<file path="src/rtl/uart_pkg.sv">
// Shared types and constants for the console UART transmitter.
// The line level per serializer state lives here so the top only registers it.
package uart_pkg;

  typedef enum logic [1:0] {
    IDLE  = 2'd0,
    START = 2'd1,
    DATA  = 2'd2,
    STOP  = 2'd3
  } uart_state_t;

  localparam logic [31:0] UART_TX_ADDR   = 32'hFFFF_FFFC;
  localparam logic [31:0] UART_STAT_ADDR = 32'hFFFF_FFF8;

  // Idle and stop bits are marks (high), the start bit is a space (low).
  function automatic logic lineLevel(input uart_state_t st, input logic dataBit);
    logic level;
    level = 1'b1;
    case (st)
      IDLE:    level = 1'b1;
      START:   level = 1'b0;
      DATA:    level = dataBit;
      STOP:    level = 1'b1;
      default: level = 1'b1;
    endcase
    return level;
  endfunction

endpackage

</file>
<file path="src/rtl/uart_tx_fifo_sync_fifo.sv">
// Single-clock FIFO with occupancy count; a push is also taken while full
// when a pop happens in the same cycle, so a steady stream never stalls.
module sync_fifo #(
  parameter  int WIDTH = 8,
  parameter  int DEPTH = 8,
  localparam int PW    = $clog2(DEPTH),
  localparam int CW    = $clog2(DEPTH + 1)
) (
  input  logic             clk,
  input  logic             rst,
  input  logic             push,
  input  logic [WIDTH-1:0] wrData,
  input  logic             pop,
  output logic [WIDTH-1:0] rdData,
  output logic             full,
  output logic             empty,
  output logic [CW-1:0]    count
);

  logic [WIDTH-1:0] memReg [DEPTH];
  logic [PW-1:0]    wrPtrReg;
  logic [PW-1:0]    rdPtrReg;
  logic [CW-1:0]    countReg;
  logic             doPop;
  logic             doPush;

  assign full   = (countReg == CW'(DEPTH));
  assign empty  = (countReg == '0);
  assign count  = countReg;
  assign doPop  = pop && !empty;
  assign doPush = push && (!full || doPop);

  // Head entry is visible combinationally so the serializer loads it on the pop edge.
  assign rdData = memReg[rdPtrReg];

  always_ff @(posedge clk) begin
    if (doPush) begin
      memReg[wrPtrReg] <= wrData;
    end
  end

  // Pointers wrap naturally because DEPTH is a power of two.
  always_ff @(posedge clk) begin
    if (rst) begin
      wrPtrReg <= '0;
      rdPtrReg <= '0;
      countReg <= '0;
    end else begin
      if (doPush) begin
        wrPtrReg <= wrPtrReg + PW'(1);
      end
      if (doPop) begin
        rdPtrReg <= rdPtrReg + PW'(1);
      end
      case ({doPush, doPop})
        2'b10:   countReg <= countReg + CW'(1);
        2'b01:   countReg <= countReg - CW'(1);
        default: countReg <= countReg;
      endcase
    end
  end

endmodule

</file>
<file path="src/rtl/uart_tx_fifo.sv">
// Buffered 8N1 UART transmitter fed by console-port stores.
// Holds the serializer FSM, baud/bit counters, shift register and sticky overflow.
module uart_tx_fifo
  import uart_pkg::*;
#(
  parameter  int CLKS_PER_BIT = 16,
  parameter  int FIFO_DEPTH   = 8,
  localparam int CW           = $clog2(FIFO_DEPTH + 1)
) (
  input  logic          clk,
  input  logic          rst,
  input  logic          wEn,
  input  logic [7:0]    data,
  input  logic          ovfClr,
  output logic          tx,
  output logic          busy,
  output logic          full,
  output logic          empty,
  output logic [CW-1:0] count,
  output logic          overflow
);

  localparam int BW = $clog2(CLKS_PER_BIT);

  uart_state_t   stateReg;
  logic [BW-1:0] baudReg;
  logic [2:0]    bitIdxReg;
  logic [7:0]    shiftReg;
  logic          txReg;
  logic          busyReg;
  logic          overflowReg;

  logic [7:0]    fifoRdData;
  logic          fifoFull;
  logic          fifoEmpty;
  logic [CW-1:0] fifoCount;
  logic          baudLast;
  logic          popThis;
  logic          dropped;

  assign baudLast = (baudReg == BW'(CLKS_PER_BIT - 1));
  // The last stop cycle may pop so consecutive frames run without an idle gap.
  assign popThis  = !fifoEmpty &&
                    ((stateReg == IDLE) || ((stateReg == STOP) && baudLast));
  assign dropped  = wEn && fifoFull && !popThis;

  sync_fifo #(
    .WIDTH (8),
    .DEPTH (FIFO_DEPTH)
  ) txFifo (
    .clk    (clk),
    .rst    (rst),
    .push   (wEn),
    .wrData (data),
    .pop    (popThis),
    .rdData (fifoRdData),
    .full   (fifoFull),
    .empty  (fifoEmpty),
    .count  (fifoCount)
  );

  always_ff @(posedge clk) begin
    if (rst) begin
      stateReg    <= IDLE;
      baudReg     <= '0;
      bitIdxReg   <= '0;
      shiftReg    <= '0;
      txReg       <= 1'b1;
      busyReg     <= 1'b0;
      overflowReg <= 1'b0;
    end else begin
      // tx follows the state one cycle late, keeping the pin purely registered.
      txReg <= lineLevel(stateReg, shiftReg[0]);

      if (dropped) begin
        overflowReg <= 1'b1;
      end else if (ovfClr) begin
        overflowReg <= 1'b0;
      end

      case (stateReg)
        IDLE: begin
          if (popThis) begin
            shiftReg <= fifoRdData;
            baudReg  <= '0;
            stateReg <= START;
            busyReg  <= 1'b1;
          end
        end
        START: begin
          if (baudLast) begin
            baudReg   <= '0;
            bitIdxReg <= '0;
            stateReg  <= DATA;
          end else begin
            baudReg <= baudReg + BW'(1);
          end
        end
        DATA: begin
          if (baudLast) begin
            baudReg  <= '0;
            shiftReg <= shiftReg >> 1;
            if (bitIdxReg == 3'd7) begin
              stateReg <= STOP;
            end else begin
              bitIdxReg <= bitIdxReg + 3'd1;
            end
          end else begin
            baudReg <= baudReg + BW'(1);
          end
        end
        STOP: begin
          if (baudLast) begin
            baudReg <= '0;
            if (popThis) begin
              shiftReg <= fifoRdData;
              stateReg <= START;
            end else begin
              stateReg <= IDLE;
              busyReg  <= 1'b0;
            end
          end else begin
            baudReg <= baudReg + BW'(1);
          end
        end
        default: begin
          stateReg <= IDLE;
          busyReg  <= 1'b0;
        end
      endcase
    end
  end

  assign tx       = txReg;
  assign busy     = busyReg;
  assign full     = fifoFull;
  assign empty    = fifoEmpty;
  assign count    = fifoCount;
  assign overflow = overflowReg;

endmodule

</file>
<file path="config.mk">
export PLATFORM = sky130hd
export DESIGN_NAME = uart_tx_fifo
export DESIGN_NICKNAME = d
export VERILOG_FILES = /design/src/rtl/uart_pkg.sv /design/src/rtl/uart_tx_fifo_sync_fifo.sv /design/src/rtl/uart_tx_fifo.sv
export SDC_FILE = /design/constraint.sdc
export NUM_CORES = 1
export LEC_CHECK = 0
export ABC_CLOCK_PERIOD_IN_PS = 6550
export BUFFER_PORTS_ARGS = -buffer_cell sky130_fd_sc_hd__buf_2
export CAP_MARGIN = 15
export CORE_MARGIN = 4
export CORE_UTILIZATION = 55
export CTS_CLUSTER_DIAMETER = 50
export CTS_CLUSTER_SIZE = 25
export DETAILED_ROUTE_END_ITERATION = 12
export PLACE_DENSITY_LB_ADDON = 0.2
export SLEW_MARGIN = 20
export SYNTH_ARGS = -nofsm -noshare
export SYNTH_HDL_FRONTEND = slang
export SYNTH_SLANG_ARGS = --single-unit
export TNS_END_PERCENT = 10
</file>
<file path="constraint.sdc">
create_clock -name clk -period 6.55 [get_ports clk]
set_input_delay 0.3275 -clock clk [delete_from_list [all_inputs] [get_ports clk]]
set_output_delay 0.3275 -clock clk [all_outputs]
set_load 0.01 [all_outputs]
</file>
==> results of run 1 <==
[power breakdown]
group | internal [mW] | switching (mW)
registers | 0.715 | 0.0632
logic | 0.202 | 0.244
clock network | 0.152 | 0.228
[worst max-delay path: cells and delay by family, from the launching register on]
kind,cells,cell delay [ps]
and+or+nand+nor,1,310
AOI/OAI and AO/OA,4,870
xor gates and xnor gates,2,340
DFF,1,400
buffers and inverters,1,110
adders and majority gates,3,780
[metrics by stage]
step                utilization (%)  hold slack (ps)  std cells  setup slack [ps]  area [um^2]
floorplan                         -              426        313              3890         4280
global placement               59.7              463        421              3800         4420
detailed placement             59.7              464        421              3700         4420
CTS                            62.4              217        437              3670         4620
global route                   62.4              221        437              3400         4620
finish                         62.4              247        437              3670         4620
[cells in the final DEF, fill, tap and decap left out, drive strengths merged, types with 3 or more instances in the layout]
cell type  count
mux2i          8
mux4           8
xor2           6
nor2b          4
nand2b         4
and2           3
dfxtp         33
o211ai         3
nor2          32
edfxtp        64
inv           11
a311oi         7
buf           25
nand2         12
nand3          5
mux2          15
o22ai          8
clkinv         3
or3            8
a21oi         12
a211oi         3
clkbuf         9
nor3          11
o21ai          9
ha            13
[logic make-up after synthesis]
group,count (synthesis)
muxes,31
and+or+nand+nor,91
buffers and inverters,24
adders and majority gates,13
AOI/OAI and AO/OA,50
DFF,97
xor gates and xnor gates,7
[flip-flops by register name, indices dropped and copies added (netlist names), named ones only]
signal and cells:
txFifo.memReg 64, shiftReg 8, baudReg 4, txFifo.count 4, bitIdxReg 3, txFifo.rdPtrReg 3, txFifo.wrPtrReg 3, stateReg 2
busy 1, overflow 1, tx 1
[metal layers]
layer / vias up / GRT usage (%) / routed length, um
met5: - / 0 / 0
met4: 0 / 4.27 / 59
met3: 4 / 5.16 / 248
met2: 31 / 25.6 / 3320
met1: 1194 / 26.0 / 3620
li1: 1217 / - / -
[worst max path at each step]
stage                    start              end  slack [ps]  cells after the start
4_1_cts            stateReg[0]  txFifo.count[2]        3670                     11
2_1_floorplan  txFifo.count[1]  txFifo.count[2]        3890                     12
3_3_place_gp       stateReg[1]  txFifo.count[2]        3800                     11
6_report           stateReg[1]  txFifo.count[2]        3670                     11
3_5_place_dp       stateReg[0]  txFifo.count[2]        3700                     11
5_1_grt            stateReg[1]  txFifo.count[2]        3400                     11
[area by class of cell]
| cell class | count | area, um^2 |
|---|---|---|
| Clock buffer | 9 | 124 |
| Multi-Input combinational cell | 192 | 1530 |
| Fill cell | 586 | 2790 |
| Inverter | 8 | 42.5 |
| Timing Repair Buffer | 25 | 138 |
| Tap cell | 99 | 124 |
| Sequential cell | 97 | 2580 |
| Clock inverter | 7 | 77.6 |
==> Flow_metrics.wiki, run 1 <==
{| class="wikitable"
! Metric !! Value
|-
| Result of the run || completed
|-
| Post-synthesis share of cell area spent on xor and xnor gates || 1.43%
|-
| Clock Sinks || 97
|-
| Prevailing post-synth register cell || edfxtp_1
|-
| Static Leak || between 1.5 and 2 nW
|-
| Wire length of the first global-routing pass || between 10 and 15 mm
|-
| Hold path depth || 1
|-
| Number of DRC markers in iteration 0 || 148
|-
| # hold bufs at CTS || 0
|-
| Post-synthesis sequential area ratio || 60.4%
|-
| Number of enable flip-flop cells after synthesis || 64
|-
| Top fanout value on the critical path || 10
|-
| Most instantiated cells after synthesis || edfxtp_1, dfxtp_1, nor2_1
|-
| End point of the worst hold path || txFifo.memReg[4][6]
|-
| Fin Clk Skew || 13.3 ps
|-
| Number of buffers inserted during clock tree synthesis || 9
|-
| Remaining global-route overflow || 0
|-
| Insertion delay of the later-clocked pin in the worst-skew pair || 360 ps
|-
| Overall track demand over capacity in global routing || 17.6%
|-
| Setup violators final || 0
|-
| Count of unique library cells instantiated by Yosys || 50
|-
| Period Utilization, post-route || 43.9%
|-
| Slew of the pin with the lowest slew margin || 752 ps
|-
| CP most frequent cell || ha_1
|-
| Detailed-route via count || about 2400
|-
| Via count of the first global-routing pass || around 2400
|-
| Area growth from synthesis to layout || 8.04%
|-
| HPWL Detailed || between 4 and 5 mm
|-
| Number of top-level pins || 21
|-
| Complex-gate fraction of the synthesized area || under 10%
|-
| Starting Density || between 50% and 60%
|-
| Post-layout net count || 358
|-
| CP Class || register to register
|-
| Total count of max-transition violations in the final report || 0
|-
| Combinational family with the most area after synthesis || simple AND/OR/NAND/NOR gates
|-
| Final weighted congestion of routability-driven global placement || between 0.7 and 0.8
|-
| Unrepaired setup endpoints after global routing || false
|-
| R2r worst-path depth || 11
|-
| Min cycle time layout || 2880 ps
|-
| Element type at the critical path end || register
|-
| Critical path required time || 6840 ps
|-
| Total of buffers placed on input and output ports || 20
|-
| Cell-by-cell trace of the critical path || inv_1 > ha_1 > a41o_1 > o21ai_2 > ha_1 > xor2_1 > ha_1 > a21oi_1 > xor2_1 > or3_1 > a21oi_1
|-
| Sum of routed wire length over all layers || 7.25 mm
|-
| Count of synthesis-stage warnings from yosys || 0
|-
| Horiz. Die Dim || 96.2 um
|-
| Max frequency || 348 MHz
|-
| Largest buffer count on any clock path || 2
|-
| Height of the chip || 96.2 um
|-
| Overall power consumption || 1.61 mW
|-
| Count of buffers added by post-CTS timing repair for setup || 0
|-
| Area share of fa/ha/maj cells after synthesis || 3.80%
|-
| Pin count of the biggest net entering global routing || 33
|-
| Cell chosen for the clock root || clkbuf_8
|-
| Start point of the worst min-delay path || data[6]
|-
| Post-detailed-route wirelength per cell || 16.6 um
|-
| Antenna violations before repair || 0
|-
| Worst flop-to-flop path startpoint || stateReg[1]
|-
| Number of instances resized during post-cts repair || 0
|-
| Layout cell share with drive strength beyond 1 || 24.0%
|-
| Ant diodes || 0
|-
| Mapped Area || around 0.0043 mm^2
|-
| Number of endpoints with negative hold slack in the final report || 0
|-
| Post-synthesis share of cell area spent on and, or, nand and nor gates || 11.1%
|-
| DRC violation count after routing || 0
|-
| Relative slew margins || a little under 50%
|-
| Share of async-settable or async-resettable flops after synthesis || 0%
|-
| Count of state elements after synthesis || 97
|-
| Area of the core || approximately 0.0074 mm^2
|-
| Reg-to-reg setup timing slack || 3670 ps
|-
| Fraction of synthesized area in multiplexers || 10.0%
|-
| Biggest area contributors in the synthesized netlist || edfxtp_1, dfxtp_1, mux4_2
|-
| Maximum capacitance violations || 0
|-
| Number of nets still failing antenna checks after routing || 0
|-
| CTS tree || built
|-
| Power density cells || 347 mW/mm^2
|-
| Launching element type of the critical path || register
|-
| Mapped Avg Cell Area || approximately 14 um^2
|-
| Critical path's largest stage delay || about 400 ps
|-
| Area share of the largest cell type after synthesis || 44.9%
|-
| Max stage delay cell, worst path || dfxtp_1
|-
| Number of standard cells after synthesis || 313
|-
| Classification of the worst-slack hold path || input pin to register
|-
| Clock-pin transition on the worst setup and hold timing paths || 110 ps
|-
| Htree depth || 3
|-
| Syn nets || 338
|-
| Die Area || between 0.009 and 0.01 mm^2
|-
| Setup TNS Final || 0 ps
|-
| Worst Path Arrival || ~3200 ps
|-
| Worst R2R End || txFifo.count[2]
|-
| Cell with the most instances after synthesis || edfxtp_1
|-
| Via density || 5.60
|-
| Site Rows || 31
|-
| TritonRoute pass-1 iters || 7
|-
| Cell accounting for the most synthesized area || edfxtp_1
|-
| Worst IR Drop VDD || 0.199 mV
|}
(Power assumes the default switching activity.)
==> run 2, diff against run 1 <==
--- a/config.mk
+++ b/config.mk
@@ -5,7 +5,7 @@
 export SDC_FILE = /design/constraint.sdc
 export NUM_CORES = 1
 export LEC_CHECK = 0
-export ABC_CLOCK_PERIOD_IN_PS = 6550
+export ABC_CLOCK_PERIOD_IN_PS = 2300
 export BUFFER_PORTS_ARGS = -buffer_cell sky130_fd_sc_hd__buf_2
 export CAP_MARGIN = 15
 export CORE_MARGIN = 4
==> constraint.sdc (replaced) <==
create_clock -name clk -period 2.3 [get_ports clk]
set_input_delay 0.115 -clock clk [delete_from_list [all_inputs] [get_ports clk]]
set_output_delay 0.115 -clock clk [all_outputs]
set_load 0.01 [all_outputs]
==> run 2 against run 1 <==
Sequential share of layout area fell by 2.8 points. Maximum frequency rose by 27%. Register-to-register slack got worse by 3600 ps. Final area rose by 5.5%. Sequential power rose to 2.8 times the previous value. Clock skew fell by 0.88 ps. Combinational power rose to 3.6 times the previous value. Final cell count rose by 5.9%. Routed wire length rose by 6.8%. Via count rose by 5.7%. Non-clock buffer count rose by 26. Critical path depth fell by 2. Critical path type unchanged.
==> Flow_metrics.wiki, run 2 (synthesis results as in run 1) <==
{| class="wikitable"
! Metric !! Value
|-
| Via count of the first global-routing pass || between 2000 and 3000
|-
| Layout cell share with drive strength beyond 1 || around 33%
|-
| Maximum capacitance violations || 0
|-
| Fraction of power spent switching nets || 33.0%
|-
| Clock-pin transition on the worst setup and hold timing paths || 110 ps
|-
| Area of placed instances || 0.00464 mm^2
|-
| Number of nets still failing antenna checks after routing || 0
|-
| Setup violators final || 0
|-
| Sequential fraction of design power || between 40 and 50%
|-
| Clock Sinks || 97
|-
| # hold bufs at CTS || 0
|-
| Leading cell type in the layout, fill and taps excluded || edfxtp_1
|-
| Classification of the worst-slack hold path || input pin to register
|-
| Most frequent cells in the layout || edfxtp_1, nor2_1, buf_4, dfxtp_1, buf_2
|-
| Comb power frac || 33.3%
|-
| Starting Density || about 58%
|-
| Relative slew margins || 48.2%
|-
| Area of the core || ~0.0074 mm^2
|-
| Setup TNS Final || 0 ps
|-
| Height of the chip || about 96 um
|-
| Top fanout value on the critical path || 4
|-
| Antenna violations before repair || 0
|-
| Number of DRC markers in iteration 0 || 130
|-
| Period Utilization, post-route || 98.5%
|-
| Cell chosen for the clock root || clkbuf_8
|-
| Dpl cells || 446
|-
| Critical path required time || 2590 ps
|-
| Beginning of the critical path || txFifo.count[0]
|-
| Largest buffer count on any clock path || 2
|-
| Via density || 5.59
|-
| Slew of the pin with the lowest slew margin || 774 ps
|-
| Flip-flop count of the largest register after layout || 64
|-
| Wire length of the first global-routing pass || 13.0 mm
|-
| Ant diodes || 0
|-
| Biggest registers after layout || txFifo.memReg x64, shiftReg x8
|-
| Post-layout net count || 384
|-
| Post-detailed-route wirelength per cell || ~17 um
|-
| Min cycle time layout || about 2300 ps
|-
| Final weighted congestion of routability-driven global placement || 0.741
|-
| Fin Clk Skew || 12.4 ps
|-
| Total count of max-transition violations in the final report || 0
|-
| CP Class || register to register
|-
| Final Cell Area || 0.00488 mm^2
|-
| Filler Cells Inserted || approximately 560
|-
| HPWL Detailed || 5.23 mm
|-
| Htree depth || 3
|-
| Overall track demand over capacity in global routing || 18.7%
|-
| Number of top-level pins || 21
|-
| Insertion delay of the later-clocked pin in the worst-skew pair || 360 ps
|-
| Die Area || 0.00925 mm^2
|-
| Remaining global-route overflow || 0
|-
| Share of power burned in the clock network || between 20% and 30%
|-
| Number of buffers inserted during clock tree synthesis || 9
|-
| Site Rows || 31
|-
| Pin count of the biggest net entering global routing || 33
|-
| Worst IR Drop VDD || 0.635 mV
|-
| Detailed-route via count || 2586
|-
| Critical path's largest stage delay || 550 ps
|-
| Max stage delay cell, worst path || or4b_4
|-
| Power density cells || 992 mW/mm^2
|-
| Start point of the worst min-delay path || data[6]
|-
| Result of the run || completed
|-
| Sw power || 1.60 mW
|-
| Total of buffers placed on input and output ports || 20
|-
| Post-route non-filler standard cell count || 463
|-
| Worst flop-to-flop path startpoint || txFifo.count[0]
|-
| Worst Path Arrival || 2550 ps
|-
| Horiz. Die Dim || 96.2 um
|-
| DRC violation count after routing || 0
|-
| Number of endpoints with negative hold slack in the final report || 0
|-
| Int Power || 3.24 mW
|-
| Element type at the critical path end || register
|-
| Static Leak || 1.74 nW
|-
| CTS tree || built
|-
| Sum of routed wire length over all layers || 7.74 mm
|-
| Unrepaired setup endpoints after global routing || true
|-
| Max frequency || between 400 and 500 MHz
|-
| Launching element type of the critical path || register
|-
| Largest register by flop count || txFifo.memReg
|-
| Cell-by-cell trace of the critical path || or4b_4 > o21ai_4 > ha_4 > xor2_2 > ha_2 > a21oi_2 > xor2_1 > or3_1 > a21oi_1
|-
| TritonRoute pass-1 iters || 4
|-
| Area growth from synthesis to layout || 14.0%
|}
-- run 2: layout make-up --
type,instances,area (um^2),share of cell area [%]
clock inverters,7,72.6,1.49
clock buffers,9,124,2.54
inverters,8,42.5,0.872
flip-flops and latches,97,2590,53.1
repair buffers,51,337,6.90
multi-input cells,192,1590,32.5
well taps,99,124,2.54
-- run 2: through the flow --
step	hold slack [ps]	power (mW)	setup slack, ps	util [%]
final	15.5	4.84	34.9	65.9
after global routing	24.9	5.14	-74.0	65.9
after CTS	5.67	4.85	3.41	65.4
after detailed placement	396	3.76	-44.2	62.7
after global placement	386	3.71	31.3	62.7
after floorplan	214	3.36	-205	-
-- run 2: power groups by stage --
stage               Combinational (mW)  Clock [mW]  Sequential [mW]
floorplan                         1.18           0             2.18
global placement                  1.55           0             2.17
detailed placement                1.58           0             2.18
CTS                               1.60        1.11             2.15
global route                      1.78        1.18             2.17
finish                            1.61        1.08             2.15
-- run 2: critical path: cells and delay by family (launching register included) --
family,cells,cell delay [ps]
simple gates,2,860
fa+ha+maj,2,360
flops,1,340
compound gates,3,340
xor+xnor,2,280
-- run 2: per-layer routing --
metal	vias to the layer above	part of all wire [%]	GRT usage [%]
li1	1275	-	-
met1	1257	45	26.5
met2	48	49	29.0
met3	6	4.8	2.81
met4	0	0.94	7.23
met5	-	0	0
-- run 2: path summary, 6_finish.rpt --
path	end	slack [ps]	depth (start not counted)
worst max register to register	txFifo.count[2]	30	9
worst max-delay path	txFifo.count[2]	30	9
worst min-delay path	txFifo.memReg[4][6]	20	1
worst min register to register	shiftReg[7]	490	2
-- run 2: repair_timing --
item,in CTS,in global routing
setup endpoints to repair,1,11
gates resized for setup,4,8
pin swaps,0,2
buffers inserted,0,1
